<file path="src/rtl/lsu_pkg.sv">
// Shared constants, state encoding and size decode for the load/store unit.
package lsu_pkg;

   localparam logic [2:0] F3_B  = 3'b000;
   localparam logic [2:0] F3_H  = 3'b001;
   localparam logic [2:0] F3_W  = 3'b010;
   localparam logic [2:0] F3_BU = 3'b100;
   localparam logic [2:0] F3_HU = 3'b101;

   typedef enum logic [2:0] {
      ST_IDLE,
      ST_ISSUE0,
      ST_WAIT0,
      ST_ISSUE1,
      ST_WAIT1,
      ST_DONE
   } lsu_state_e;

   function automatic logic [2:0] size_bytes(input logic [2:0] funct3);
      case (funct3[1:0])
         2'b00:   return 3'd1;
         2'b01:   return 3'd2;
         default: return 3'd4;
      endcase
   endfunction

   function automatic logic funct3_legal(input logic we, input logic [2:0] funct3);
      if (we)
         return (funct3 == F3_B) || (funct3 == F3_H) || (funct3 == F3_W);
      return (funct3 == F3_B) || (funct3 == F3_H) || (funct3 == F3_W) ||
             (funct3 == F3_BU) || (funct3 == F3_HU);
   endfunction

endpackage

</file>
<file path="src/rtl/lsu_align.sv">
// Combinational lane logic: store byte enables / data placement across two
// words, and load merge with sign/zero extension.
module lsu_align
   import lsu_pkg::*;
(
   input  logic [2:0]  st_funct3,
   input  logic [1:0]  st_off,
   input  logic [31:0] st_wdata,
   output logic [3:0]  st_be0,
   output logic [3:0]  st_be1,
   output logic        st_split,
   output logic [31:0] st_wdata0,
   output logic [31:0] st_wdata1,
   input  logic [2:0]  ld_funct3,
   input  logic [1:0]  ld_off,
   input  logic [31:0] ld_word0,
   input  logic [31:0] ld_word1,
   output logic [31:0] ld_rdata
);

   logic [7:0]  base_mask;
   logic [7:0]  mask;
   logic [63:0] lanes;
   logic [31:0] merged;

   always_comb begin
      case (size_bytes(st_funct3))
         3'd1:    base_mask = 8'h01;
         3'd2:    base_mask = 8'h03;
         default: base_mask = 8'h0f;
      endcase
      mask  = base_mask << st_off;
      lanes = {32'b0, st_wdata} << {st_off, 3'b000};
   end

   assign st_be0    = mask[3:0];
   assign st_be1    = mask[7:4];
   assign st_split  = |mask[7:4];
   assign st_wdata0 = lanes[31:0];
   assign st_wdata1 = lanes[63:32];

   always_comb begin
      merged = 32'({ld_word1, ld_word0} >> {ld_off, 3'b000});
      case (ld_funct3)
         F3_B:    ld_rdata = {{24{merged[7]}}, merged[7:0]};
         F3_H:    ld_rdata = {{16{merged[15]}}, merged[15:0]};
         F3_BU:   ld_rdata = {24'b0, merged[7:0]};
         F3_HU:   ld_rdata = {16'b0, merged[15:0]};
         default: ld_rdata = merged;
      endcase
   end

endmodule

</file>
<file path="src/rtl/load_store_unit.sv">
// RV32I load/store initiator: word-aligned memory transactions with byte
// enables, splitting boundary-crossing accesses into two transactions.
//
// state  | meaning
// IDLE   | ready for a request
// ISSUE0 | first (or only) word transaction requested, waiting for grant
// WAIT0  | first word read granted, waiting for read data
// ISSUE1 | second word of a split access requested, waiting for grant
// WAIT1  | second word read granted, waiting for read data
// DONE   | one-cycle response pulse
module load_store_unit
   import lsu_pkg::*;
#(
   parameter int DATA_WIDTH = 32
) (
   input  logic                  clk,
   input  logic                  rst,
   input  logic                  req_valid,
   output logic                  req_ready,
   input  logic                  req_we,
   input  logic [2:0]            req_funct3,
   input  logic [DATA_WIDTH-1:0] req_addr,
   input  logic [DATA_WIDTH-1:0] req_wdata,
   output logic                  resp_valid,
   output logic [DATA_WIDTH-1:0] resp_rdata,
   output logic                  resp_err,
   output logic                  mem_req,
   output logic                  mem_we,
   output logic [DATA_WIDTH-1:0] mem_addr,
   output logic [3:0]            mem_be,
   output logic [DATA_WIDTH-1:0] mem_wdata,
   input  logic                  mem_gnt,
   input  logic                  mem_rvalid,
   input  logic [DATA_WIDTH-1:0] mem_rdata
);

   lsu_state_e  state_q, state_d;
   logic        we_q, we_d;
   logic [2:0]  funct3_q, funct3_d;
   logic [1:0]  off_q, off_d;
   logic [31:0] addr0_q, addr0_d;
   logic [3:0]  be0_q, be0_d;
   logic [3:0]  be1_q, be1_d;
   logic [31:0] wdata0_q, wdata0_d;
   logic [31:0] wdata1_q, wdata1_d;
   logic        split_q, split_d;
   logic [31:0] rdata0_q, rdata0_d;
   logic [31:0] resp_rdata_q, resp_rdata_d;
   logic        resp_err_q, resp_err_d;

   logic [3:0]  st_be0, st_be1;
   logic        st_split;
   logic [31:0] st_wdata0, st_wdata1;
   logic [31:0] ld_word0;
   logic [31:0] ld_rdata;

   // In WAIT0 the first word is still on the bus; afterwards it comes from rdata0_q.
   assign ld_word0 = (state_q == ST_WAIT0) ? mem_rdata : rdata0_q;

   lsu_align u_align (
      .st_funct3 (req_funct3),
      .st_off    (req_addr[1:0]),
      .st_wdata  (req_wdata),
      .st_be0    (st_be0),
      .st_be1    (st_be1),
      .st_split  (st_split),
      .st_wdata0 (st_wdata0),
      .st_wdata1 (st_wdata1),
      .ld_funct3 (funct3_q),
      .ld_off    (off_q),
      .ld_word0  (ld_word0),
      .ld_word1  (mem_rdata),
      .ld_rdata  (ld_rdata)
   );

   always_comb begin
      state_d      = state_q;
      we_d         = we_q;
      funct3_d     = funct3_q;
      off_d        = off_q;
      addr0_d      = addr0_q;
      be0_d        = be0_q;
      be1_d        = be1_q;
      wdata0_d     = wdata0_q;
      wdata1_d     = wdata1_q;
      split_d      = split_q;
      rdata0_d     = rdata0_q;
      resp_rdata_d = resp_rdata_q;
      resp_err_d   = resp_err_q;
      req_ready    = 1'b0;
      resp_valid   = 1'b0;
      mem_req      = 1'b0;
      mem_we       = 1'b0;
      mem_addr     = 32'h0;
      mem_be       = 4'h0;
      mem_wdata    = 32'h0;

      case (state_q)
         ST_IDLE: begin
            req_ready = 1'b1;
            if (req_valid) begin
               we_d     = req_we;
               funct3_d = req_funct3;
               off_d    = req_addr[1:0];
               addr0_d  = {req_addr[31:2], 2'b00};
               be0_d    = st_be0;
               be1_d    = st_be1;
               wdata0_d = st_wdata0;
               wdata1_d = st_wdata1;
               split_d  = st_split;
               if (funct3_legal(req_we, req_funct3)) begin
                  state_d = ST_ISSUE0;
               end else begin
                  resp_err_d   = 1'b1;
                  resp_rdata_d = 32'h0;
                  state_d      = ST_DONE;
               end
            end
         end
         ST_ISSUE0: begin
            mem_req   = 1'b1;
            mem_we    = we_q;
            mem_addr  = addr0_q;
            mem_be    = be0_q;
            mem_wdata = wdata0_q;
            if (mem_gnt) begin
               if (!we_q) begin
                  state_d = ST_WAIT0;
               end else if (split_q) begin
                  state_d = ST_ISSUE1;
               end else begin
                  resp_err_d   = 1'b0;
                  resp_rdata_d = 32'h0;
                  state_d      = ST_DONE;
               end
            end
         end
         ST_WAIT0: begin
            if (mem_rvalid) begin
               rdata0_d = mem_rdata;
               if (split_q) begin
                  state_d = ST_ISSUE1;
               end else begin
                  resp_err_d   = 1'b0;
                  resp_rdata_d = ld_rdata;
                  state_d      = ST_DONE;
               end
            end
         end
         ST_ISSUE1: begin
            mem_req   = 1'b1;
            mem_we    = we_q;
            mem_addr  = addr0_q + 32'd4;
            mem_be    = be1_q;
            mem_wdata = wdata1_q;
            if (mem_gnt) begin
               if (we_q) begin
                  resp_err_d   = 1'b0;
                  resp_rdata_d = 32'h0;
                  state_d      = ST_DONE;
               end else begin
                  state_d = ST_WAIT1;
               end
            end
         end
         ST_WAIT1: begin
            if (mem_rvalid) begin
               resp_err_d   = 1'b0;
               resp_rdata_d = ld_rdata;
               state_d      = ST_DONE;
            end
         end
         ST_DONE: begin
            resp_valid = 1'b1;
            state_d    = ST_IDLE;
         end
         default: state_d = ST_IDLE;
      endcase
   end

   always_ff @(posedge clk or posedge rst) begin
      if (rst) begin
         state_q      <= ST_IDLE;
         we_q         <= 1'b0;
         funct3_q     <= 3'b000;
         off_q        <= 2'b00;
         addr0_q      <= 32'h0;
         be0_q        <= 4'h0;
         be1_q        <= 4'h0;
         wdata0_q     <= 32'h0;
         wdata1_q     <= 32'h0;
         split_q      <= 1'b0;
         rdata0_q     <= 32'h0;
         resp_rdata_q <= 32'h0;
         resp_err_q   <= 1'b0;
      end else begin
         state_q      <= state_d;
         we_q         <= we_d;
         funct3_q     <= funct3_d;
         off_q        <= off_d;
         addr0_q      <= addr0_d;
         be0_q        <= be0_d;
         be1_q        <= be1_d;
         wdata0_q     <= wdata0_d;
         wdata1_q     <= wdata1_d;
         split_q      <= split_d;
         rdata0_q     <= rdata0_d;
         resp_rdata_q <= resp_rdata_d;
         resp_err_q   <= resp_err_d;
      end
   end

   assign resp_rdata = resp_rdata_q;
   assign resp_err   = resp_err_q;

endmodule
</file>
<file path="config.mk">
export PLATFORM = sky130hd
export DESIGN_NAME = load_store_unit
export DESIGN_NICKNAME = d
export VERILOG_FILES = /design/src/rtl/lsu_pkg.sv /design/src/rtl/lsu_align.sv /design/src/rtl/load_store_unit.sv
export SDC_FILE = /design/constraint.sdc
export NUM_CORES = 1
export LEC_CHECK = 0
export CORE_MARGIN = 4
export CORE_UTILIZATION = 40
export DETAILED_ROUTE_END_ITERATION = 8
export GPL_ROUTABILITY_DRIVEN = 0
export PLACE_DENSITY_LB_ADDON = 0.3
export SKIP_LAST_GASP = 1
export SYNTH_ARGS = -nofsm -noshare
export SYNTH_HDL_FRONTEND = slang
export SYNTH_HIERARCHICAL = 1
export SYNTH_SLANG_ARGS = --single-unit
</file>
<file path="constraint.sdc">
create_clock -name clk -period 17.24 [get_ports clk]
set_clock_uncertainty 0.2 [all_clocks]
set_input_delay 2.586 -clock clk [delete_from_list [all_inputs] [get_ports clk]]
set_output_delay 2.586 -clock clk [all_outputs]
set_load 0.02 [all_outputs]
</file>
==> impl_metrics.py <==
metrics = {
    "sta": {
        "tns_ps": 0,
        "period_needed_ps": 6270,
        "fin_ws_ps": 10970,
        "rsz0062_at_grt": "false",
        "slew_viol_final": 0,
        "setup_viol_count_final": 0,
        "tightest_slew_ps": 1120,
        "relSlewSlack_pct": 25.1,
        "hold_violations": 0,
        "fmax_mhz": 160,
        "fin_crit_sh_pct": 36.3,
    },
    "synth": {
        "synthArstFlopShare_pct": 100,
        "syn_area_per_cell_um2": 11.3,
        "synth_area_leaders": "dfrtp_1 43%, mux2_2 18%, mux2i_1 7.2%",
        "syn_area_um2": 10400,
        "ys_top_cells_by_count": "177 x dfrtp_1, 169 x mux2_2, 79 x nor2_1",
        "yosysMostFrequentCell": "dfrtp_1",
        "synth_top_area_cell": "dfrtp_1",
        "synth_edf_count": 0,
        "synthFlopType": "dfrtp_1",
        "ys_seq_area_share_pct": 42.7,
        "ys_ff_latch": 177,
        "synth.top_cell.area_share_pct": 42.7,
        "synthDistinctLibCells": 58,
        "yosysWarningCount": 6,
        "syn_inst": 919,
    },
    "outcome": {
        "status": "completed",
    },
    "final_layout": {
        "n_antenna_cell": 0,
        "stdcell_area_um2": 13200,
        "drive_above_1_share_pct": 23.9,
        "syn2layout_area_growth_pct": 27.4,
        "fin_cells": 1425,
        "final_nets": 1188,
        "fillers": 2233,
    },
    "power": {
        "p_comb_share_pct": 49.8,
        "p_switching_uw": 911,
        "p_int_uw": 1420,
        "p_clk_share_pct": 16.8,
        "p_leak_uw": 0.00547,
        "ir_drop_v": 0.0000838,
        "swShare_pct": 39.2,
        "powerDensity_nw_per_um2": 176,
        "power.share.sequential_pct": 33.4,
    },
    "clock_network": {
        "cts_htree_levels": 4,
        "cts_hold_buf": 0,
        "post_cts_resized": 0,
        "cts_max_path_buffers": 2,
        "path_clk_slew_ps": 70,
        "clock_latency_ps": 430,
        "cts_tree": "yes",
        "cts_sinks": 177,
        "numCtsBuffers": 17,
        "cts_root_buffer": "clkbuf_16",
        "postCtsSetupBuffers": 0,
    },
    "floorplanning": {
        "die-area_um2": 28600,
        "die_height_um": 169,
        "core_area_um2": 25300,
        "initial_core_util_pct": 41.0,
        "dieWidth_um": 169,
        "ioPinCount": 210,
        "num_rows": 58,
    },
    "global_routing": {
        "antenna_found_initial": 2,
        "overflow": 0,
        "first_global_vias": 7707,
        "grt_pass1_wl_um": 43000,
        "grt_usage_pct": 18.8,
        "grt_max_degree": 88,
    },
    "route": {
        "routed_wirelength_um": 27100,
        "dr.pass1.iters": 5,
        "vias": 7873,
        "initialDrtViolationCount": 555,
        "drc": 0,
        "wl_per_cell_um": 19.0,
        "antenna_left": 0,
        "via_per_inst": 5.52,
    },
    "critical_path": {
        "cp_slowest_cell": "buf_4",
        "cp_max_fo": 51,
        "cp-end-kind": "output port",
        "crit_chain": "buf_4, and4_1, nand3_1, or4_1, a21oi_1, clkdlybuf4s50_1",
        "path_class": "reg2out",
        "path_buf_inv": 2,
        "cp_top_family": "buffers and inverters",
        "max_stage_delay_ps": 660,
        "worst-endpoint-arrival_ps": 3480,
        "crit_required_ps": 14450,
        "start_kind": "flop",
    },
    "job": {
        "drv_cap": 0,
    },
    "placement": {
        "hpwl_um": 18800,
        "post_dp_cell_area_um2": 12600,
        "portBuffers": 207,
        "place_worst_setup_slack_ps": 11420,
        "place_inst": 1393,
    },
    "hold_path": {
        "hp-class": "reg2reg",
    },
}
-- registers in the layout, indices dropped and copies added, names as in the netlist --
name and flops:
rdata0_q 32, resp_rdata 32, wdata0_q 32, wdata1_q 32, addr0_q 30, be0_q 4
be1_q 4, funct3_q 3, state_q 3, off_q 2, resp_err 1, split_q 1
we_q 1
-- cells by family (layout without fill, tap and decap cells) --
| kind of cell | after synthesis | in the layout | share of synthesized area (%) |
|---|---|---|---|
| xor gates and xnor gates | 12 | 12 | 1.01 |
| and+or+nand+nor | 241 | 241 | 11.2 |
| adders and majority gates | 1 | 1 | 0.121 |
| muxes | 279 | 279 | 33.2 |
| DFF | 177 | 177 | 42.7 |
| other | 2 | 11 | 0.0724 |
| buffers and inverters | 94 | 261 | 4.30 |
| AOI/OAI and AO/OA | 113 | 113 | 7.43 |
-- final cells by class --
class | count | area, µm² | area share, %
Sequential cell | 177 | 4430 | 33.5
Inverter | 10 | 42.5 | 0.322
Multi-Input combinational cell | 657 | 5580 | 42.2
Tap cell | 330 | 413 | 3.12
Clock inverter | 14 | 161 | 1.22
Clock buffer | 18 | 439 | 3.32
Timing Repair Buffer | 219 | 2160 | 16.3
-- power groups by stage --
stage                     Clock (µW)  Sequential [µW]  Combinational [µW]
final                            390              778                1160
after global routing             418              810                1250
after global placement             0              778                1150
after floorplan                    0              737                 826
after detailed placement           0              785                1160
after CTS                        401              778                1170
-- final timing paths --
kind / startpoint / cells after the start / slack, ps / end
setup / recovery: state_q[1] / 6 / 10970 / mem_addr[18]
hold / removal: rdata0_q[25] / 1 / 300 / rdata0_q[25]
setup reg to reg: state_q[1] / 8 / 13330 / resp_rdata[24]
hold reg to reg: rdata0_q[25] / 1 / 300 / rdata0_q[25]
max in group asynchronous: rst / 4 / 12500 / wdata0_q[7]
min in group asynchronous: rst / 2 / 2310 / rdata0_q[21]
-- metal layers --
metal  wire, µm  vias to the layer above  track usage [%]
li1           -                     3659                -
met1      12200                     3927             26.7
met2      12700                      251             28.6
met3       1640                       32             4.72
met4        567                        4             5.39
met5         34                        -                0
-- metrics by stage --
step | hold slack, ps | power (µW) | util (%)
finish | 300 | 2330 | 52.2
global route | 317 | 2480 | 52.2
CTS | 304 | 2350 | 52.2
detailed placement | 290 | 1950 | 49.8
global placement | 282 | 1930 | 49.8
floorplan | 275 | 1560 | -
-- cells in the final DEF, fill, tap and decap left out, types with 3 or more instances in the layout --
cell type / count
clkdlybuf4s50_1: 206
dfrtp_1: 175
mux2_2: 169
nor2_1: 79
mux2i_1: 75
nand2_1: 72
o21ai_0: 37
a22o_1: 34
mux4_2: 33
clkbuf_16: 17
nand4_1: 13
and2_1: 12
buf_4: 12
and3_1: 11
conb_1: 11
nand2b_1: 9
a21oi_1: 9
nand3_1: 9
o21ai_1: 9
inv_1: 8
xor2_1: 7
nor3_1: 6
or4_1: 6
nor4_1: 5
xnor2_1: 5
inv_6: 5
nor2b_1: 4
inv_8: 4
clkinv_8: 4
o31ai_1: 3
and4_1: 3
a31oi_1: 3
a41o_1: 3
No activity file was read; power rests on OpenSTA's default activity.
